### config.mk
export PLATFORM = sky130hd
export DESIGN_NAME = ascon_state_reader_flat
export DESIGN_NICKNAME = d
export VERILOG_FILES = /design/src/rtl/ascon_state_reader_if.sv /design/src/rtl/ascon_state_reader.sv /design/src/flat_wrapper.sv
export SDC_FILE = /design/constraint.sdc
export NUM_CORES = 1
export LEC_CHECK = 0
export BUFFER_PORTS_ARGS = -buffer_cell sky130_fd_sc_hd__buf_2
export CORE_AREA = 4 4 276 278
export DETAILED_ROUTE_END_ITERATION = 16
export DIE_AREA = 0 0 280 282
export GPL_TIMING_DRIVEN = 0
export HOLD_SLACK_MARGIN = 0.08
export PLACE_DENSITY = 0.6
export SLEW_MARGIN = 20
export SYNTH_ARGS = -nofsm -noshare
export SYNTH_HDL_FRONTEND = slang
export SYNTH_SLANG_ARGS = --single-unit
### constraint.sdc
create_clock -name clk -period 29.7 [get_ports clk]
set_input_delay 2.97 -clock clk [delete_from_list [all_inputs] [get_ports clk]]
set_output_delay 2.97 -clock clk [all_outputs]
set_load 0.005 [all_outputs]
### src/rtl/ascon_state_reader_if.sv
// ============================================================================
// Module   : ascon_state_reader_if
// Brief    : Masked-state capture and unmasked word-stream bundle.
// Revision : 1.0
// ============================================================================
`timescale 1ns/1ps
`default_nettype none

interface ascon_state_reader_if #(
    parameter int D = 2,
    parameter int W = 64
);
    logic             done_in;
    logic [320*D-1:0] state_in;
    logic [W-1:0]     word_out;
    logic             word_valid;
    logic             word_ready;
    logic             word_last;
    logic             busy;
    logic             overrun;

    modport slave (
        input  done_in, state_in, word_ready,
        output word_out, word_valid, word_last, busy, overrun
    );

    modport master (
        output done_in, state_in, word_ready,
        input  word_out, word_valid, word_last, busy, overrun
    );
endinterface

`default_nettype wire

### src/rtl/ascon_state_reader.sv
// ============================================================================
// Module   : ascon_state_reader
// Brief    : Captures a D-share masked Ascon state and streams it unmasked as
//            five 64-bit words, most significant first. Optional macro
//            ASCON_READER_ZEROIZE_EN wipes the capture register after use.
// Revision : 1.0
// ============================================================================
`timescale 1ns/1ps
`default_nettype none

module ascon_state_reader #(
    parameter int D = 2,
    parameter int W = 64
) (
    input  wire logic             clk,
    input  wire logic             rst_n,
    ascon_state_reader_if.slave   bus
);
    localparam int         c_STATE_BITS = 320;
    localparam int         c_SHARE_BITS = c_STATE_BITS * D;
    localparam logic [2:0] c_LAST_IDX   = 3'd4;

    typedef enum logic [0:0] {
        IDLE   = 1'b0,
        STREAM = 1'b1
    } state_t;

    state_t                  r_state;
    state_t                  w_state_next;
    logic [c_SHARE_BITS-1:0] r_cap;
    logic [2:0]              r_idx;
    logic                    r_overrun;

    logic                    w_capture;
    logic                    w_xfer;
    logic                    w_final;
    logic                    w_overrun_set;
    logic                    w_valid;
    logic [c_STATE_BITS-1:0] w_plain;
    logic [W-1:0]            w_word;

    // Recombine the D shares of every state bit.
    for (genvar j = 0; j < c_STATE_BITS; j++) begin : g_unmask
        assign w_plain[j] = ^r_cap[D*j +: D];
    end

    always_comb begin
        w_state_next  = r_state;
        w_capture     = 1'b0;
        w_xfer        = 1'b0;
        w_final       = 1'b0;
        w_overrun_set = 1'b0;
        w_valid       = 1'b0;
        case (r_state)
            IDLE: begin
                if (bus.done_in) begin
                    w_capture    = 1'b1;
                    w_state_next = STREAM;
                end
            end
            STREAM: begin
                w_valid       = 1'b1;
                // A new completion while streaming, including the last beat, is an error.
                w_overrun_set = bus.done_in;
                if (bus.word_ready) begin
                    w_xfer = 1'b1;
                    if (r_idx == c_LAST_IDX) begin
                        w_final      = 1'b1;
                        w_state_next = IDLE;
                    end
                end
            end
            default: w_state_next = IDLE;
        endcase
    end

    always_ff @(posedge clk or negedge rst_n) begin
        if (!rst_n) begin
            r_state   <= IDLE;
            r_idx     <= 3'd0;
            r_overrun <= 1'b0;
        end else begin
            r_state <= w_state_next;
            if (w_capture) begin
                r_idx <= 3'd0;
            end else if (w_xfer && !w_final) begin
                r_idx <= r_idx + 3'd1;
            end
            if (w_overrun_set) begin
                r_overrun <= 1'b1;
            end
        end
    end

`ifdef ASCON_READER_ZEROIZE_EN
    always_ff @(posedge clk or negedge rst_n) begin
        if (!rst_n) begin
            r_cap <= '0;
        end else if (w_capture) begin
            r_cap <= bus.state_in;
        end else if (w_final) begin
            r_cap <= '0;
        end
    end
`else
    // No reset: the masked state simply persists until the next capture.
    always_ff @(posedge clk) begin
        if (w_capture) begin
            r_cap <= bus.state_in;
        end
    end
`endif

    always_comb begin
        w_word = '0;
        case (r_idx)
            3'd0:    w_word = w_plain[319 -: W];
            3'd1:    w_word = w_plain[255 -: W];
            3'd2:    w_word = w_plain[191 -: W];
            3'd3:    w_word = w_plain[127 -: W];
            3'd4:    w_word = w_plain[63  -: W];
            default: w_word = '0;
        endcase
    end

    assign bus.word_out   = w_word;
    assign bus.word_valid = w_valid;
    assign bus.word_last  = w_valid && (r_idx == c_LAST_IDX);
    assign bus.busy       = w_valid;
    assign bus.overrun    = r_overrun;

endmodule

`default_nettype wire

### src/flat_wrapper.sv
// flat-port wrapper written by rule: the top's interface ports become plain ports
module ascon_state_reader_flat 
#(
    parameter int D = 2,
    parameter int W = 64
)
  (clk, rst_n, bus_done_in, bus_state_in, bus_word_ready, bus_word_out, bus_word_valid, bus_word_last, bus_busy, bus_overrun);
  ascon_state_reader_if #(.D(D), .W(W)) bus_i ();
  input  wire logic clk;
  input  wire logic rst_n;
  input wire logic [$bits(bus_i.done_in)-1:0] bus_done_in;
  input wire logic [$bits(bus_i.state_in)-1:0] bus_state_in;
  input wire logic [$bits(bus_i.word_ready)-1:0] bus_word_ready;
  output wire logic [$bits(bus_i.word_out)-1:0] bus_word_out;
  output wire logic [$bits(bus_i.word_valid)-1:0] bus_word_valid;
  output wire logic [$bits(bus_i.word_last)-1:0] bus_word_last;
  output wire logic [$bits(bus_i.busy)-1:0] bus_busy;
  output wire logic [$bits(bus_i.overrun)-1:0] bus_overrun;
  assign bus_i.done_in = bus_done_in;
  assign bus_i.state_in = bus_state_in;
  assign bus_i.word_ready = bus_word_ready;
  assign bus_word_out = bus_i.word_out;
  assign bus_word_valid = bus_i.word_valid;
  assign bus_word_last = bus_i.word_last;
  assign bus_busy = bus_i.busy;
  assign bus_overrun = bus_i.overrun;
  ascon_state_reader #(.D(D), .W(W)) u_core (.clk(clk), .rst_n(rst_n), .bus(bus_i));
endmodule
* Word level (Yosys, flattened, before mapping) *
Cells that the tools add are included.

word-level totals
  register bits = 645
  input port bits = 644
  output and inout port bits = 68
  word-level logic and storage cells = 350

cells by class
  add/subtract/negate cells = 1
  equal/unequal tests = 4
  multiplexer cells = 15
  bitwise gates (word level) = 1
  reductions and logical operators = 325

operator list
  cell                 count
  $reduce_xor 2->1     320
  $pmux 64 s5          1
  $mux 1               11
  $eq 3x2->1 const B   2
  $mux 3               2
  $add 3x1->3 const B  1
  $eq 3x1->1 const B   1
  $eq 3x3->1 const B   1
  $logic_not 3->1      1
  $logic_and 1x1->1    2
  $pmux 1 s2           1
  $reduce_bool 2->1    1
  $logic_not 1->1      1
  $not 1->1            1

* Depth between registers and ports, before layout *
  word-level depth = 8
  depth in mapped cells = 7
  gate-level depth less buffers = 5

* Worst setup path after synthesis *
OpenSTA, ideal clock, no wires.

  path type = input to register
  start point = input bus_done_in
  end point = register u_core.r_cap[0], enable pin
  setup time = 1.721 ns
  arrival = 30.388 ns
  data required time = 27.979 ns
  setup slack = -2.409 ns
  stages on the path = 1
  path buffers = 0
  path through = nor2b_1

on the way
  longest elaborated chain between the ends = 2

ends and longest elaborated chain
  element                 line                       text
  start: declaration      flat_wrapper.sv:11         input wire logic [$bits(bus_i.done_in)-1:0] bus_done_in;
  $mux 1                  ascon_state_reader.sv:56   if (bus.done_in) begin
  $mux 1                  ascon_state_reader.sv:54   case (r_state)
  end signal: assignment  ascon_state_reader.sv:109  r_cap <= bus.state_in;
  end: declaration        ascon_state_reader.sv:30   logic [c_SHARE_BITS-1:0] r_cap;

Every way passes these cells.
A chain may end at the register's enable or synchronous reset.

* Worst setup path in the final report *
  start point = register u_core.r_idx[2]
  end point = output bus_word_out[38]

on the way
  longest elaborated chain between the ends = 2
  elaborated cells between the ends (all ways) = 6
  those cells by class = eq/ne: 4; mux: 1; reduce/logical: 1

ends and longest elaborated chain
  element                             line                       text
  start: declaration                  ascon_state_reader.sv:31   logic [2:0] r_idx;
  start signal: assignment            ascon_state_reader.sv:87   r_idx <= r_idx + 3'd1;
  $eq 3x3->1 (tied with other cells)  ascon_state_reader.sv:116  case (r_idx)
  $pmux 64 s5 *                       ascon_state_reader.sv:116
  end: declaration                    flat_wrapper.sv:14         output wire logic [$bits(bus_i.word_out)-1:0] bus_word_out;

Every way passes the cells marked *; elsewhere a longest branch is shown, timed or not.

==> out/metrics.yaml <==
outcome: "complete, no violations"
r2r-start: "u_core.r_state"
crit_arrival_ns: 3.13
critPathKind: "reg -> out"
fillCellCount: 6675
grt_max_degree: 33
drc: 0
p_sw_uw: 759
ir_drop_uv: 55.4
holdPathEnd: "u_core.bus.overrun"
vias: 14000
combPwrFrac_pct: 22.4
dp_slack_ns: 24.03
cts.sinks: 645
endpoint_kind: "primary output"
cts-root-buf: "clkbuf_16"
ff2ff_setup_slack_ns: 26.33
cts_hold_buf: 0
synth_area_sq_um: 24100
cts_resized: 0
hold_path_class: "reg -> reg"
worst-path-max-fanout: 10
ys_warn_count: 0
layout_common_cells: "buf_2 (726), edfxtp_1 (640), xor2_1 (320), a22oi_1 (126), clkbuf_16 (71)"
worst_path_most_repeated_cell: "buf_2"
nets: 2744
post_cts_buffers: 0
skew_ns: 0.0180
maxSlewHeadroom_pct: 34.1
critPathTopFamily: "buffers and inverters"
seq_area_sq_um: 19300
seqPwrFrac_pct: 45.5
min_period_over_period_pct: 20.5
final_common_cell: "buf_2"
rsz0062_at_grt: "false"
synth-seq-cells: 645
cts_buffers: 71
swShare_pct: 29.0
min_path_cells: 1
power_density_nw_per_um2: 82.5
worst_slew_pin_slew_ns: 0.988
place.gp.congestion: 0.837
intPower_mw: 1.86
max_stage_delay_ns: 0.79
finalSetupViolCount: 0
start_kind: "flop"
dr.pass1.iters: 7
path_depth: 7
syn_to_final_growth_pct: 31.5
wl_microns: 66400
detail-route-antenna-nets: 0
fin_tns_setup_ns: 0
synth_cell_type_count: 27
hold-worst-slack_ns: 0.457
r2r_end: "u_core.r_cap[373]"
hold_violations: 0
wl_per_cell_microns: 21.2
path_buf_inv: 4
drt_iter0_markers: 760
clk_pin_slew_ns: 0.06
io_buffers: 711
die_w_microns: 280
grt_pass1_vias: 14900
fmax_mhz: 164
p_leak_nw: 12.2
viasPerCell: 4.45
initial_core_util_pct: 32.6
grt_use_total_pct: 16.1
layout-drive-gt1-share_pct: 40.6
cts_buffer_depth: 3
required_ns: 26.73
cts_tree: "built"
slew_viol_final: 0
cp_cell_sequence: "inv_1 > ha_1 > buf_2 > clkbuf_1 > a22oi_1 > nand3_1 > buf_2"
clkPwrFrac_pct: 32.1
drv_cap: 0
finalPower_mw: 2.62
multi_input_area_sq_um: 4520
die_area_sq_um: 79000
htree_levels: 3
synth_nets: 1936
core_sq_um: 73900
cp_slowest_cell: "clkbuf_1"
row_count: 100
grt_pass1_wl_microns: 92700
setup_ws_ns: 23.60
clock_latency_ns: 0.60
syn_inst: 1287
fin_crit_ns: 6.10
hpwl_microns: 49800
pin_count: 712
avgSynthCellArea_sq_um: 18.7
min_from: "u_core.bus.overrun"
die_y_microns: 282
grt_overflow_total: 0
final_util_pct: 42.9
antenna_found_initial: 32
reg2reg_depth: 9
ys_seq_area_share_pct: 80.2
==> worst max path at each step <==
| stage | startpoint | to | slack (ns) |
|---|---|---|---|
| after detailed placement | bus_done_in | u_core.r_cap[373] | 24.03 |
| after CTS | u_core.r_idx[2] | bus_word_out[38] | 23.43 |
| after global routing | u_core.r_idx[2] | bus_word_out[38] | 23.36 |
| after global placement | bus_done_in | u_core.r_cap[454] | 4.48 |
| after floorplan | bus_done_in | u_core.r_cap[0] | 9.65 |
| final | u_core.r_idx[2] | bus_word_out[38] | 23.60 |
==> kinds of logic after synthesis <==
kind of cell	count (synthesis)	synth area share [%]
muxes	1	0.0415
xor gates and xnor gates	320	11.6
AOI/OAI and AO/OA	136	4.21
buffers and inverters	41	1.06
and+or+nand+nor	139	2.57
DFF	645	80.2
adders and majority gates	5	0.259
==> cell type report <==
| cell class | instances | share of cell area [%] |
|---|---|---|
| multi-input cells | 601 | 14.2 |
| well taps | 969 | 3.82 |
| clock buffers | 81 | 5.72 |
| inverters | 4 | 0.0474 |
| plain buffers | 37 | 0.758 |
| diodes | 21 | 0.166 |
| flip-flops and latches | 645 | 61.0 |
| clock inverters | 46 | 1.30 |
| repair buffers | 735 | 12.9 |
==> per-layer routing <==
metal | wire, microns | GRT usage (%) | vias up
li1 | - | - | 6536
met1 | 24200 | 17.9 | 6728
met2 | 34500 | 28.6 | 587
met3 | 5850 | 5.37 | 110
met4 | 1820 | 6.07 | 16
met5 | 101 | 0 | -
==> metrics by stage <==
stage                     std cells  instance area [sq um]
after global routing           3131                  31700
after global placement         2967                  28900
after detailed placement       2991                  29400
after CTS                      3118                  31700
after floorplan                1287                  24100
final                          3139                  31700
==> power groups by stage <==
| stage | logic [mW] | registers, mW | clock network [mW] |
|---|---|---|---|
| after floorplan | 0.283 | 1.29 | 0 |
| after global placement | 0.555 | 1.32 | 0 |
| after detailed placement | 0.599 | 1.21 | 0 |
| after CTS | 0.602 | 1.19 | 0.865 |
| after global routing | 0.640 | 1.20 | 0.905 |
| final | 0.585 | 1.19 | 0.841 |
==> synth_stat cells, drive strengths merged <==
cell type,number,share of area [%]
dfrtp,5,0.52
nand3,64,1.3
a222oi,1,0.042
nor2,1,0.016
o22ai,2,0.052
inv,4,0.062
nand2b,1,0.026
a21o,1,0.031
edfxtp,640,80
clkbuf,5,0.078
buf,32,0.92
mux2i,1,0.042
nand2,67,1.0
ha,5,0.26
a21oi,2,0.042
a31oi,1,0.026
a21bo,1,0.042
o211ai,1,0.031
nor2b,4,0.10
o21ai,1,0.021
xor2,320,12
and3,1,0.026
a22oi,126,3.9
and2,1,0.026
==> sequential cells by signal, indices dropped and copies added (netlist names) <==
name                cells
u_core.r_cap          640
u_core.r_idx            3
u_core.r_state          1
u_core.bus.overrun      1
(Power assumes the default switching activity.)
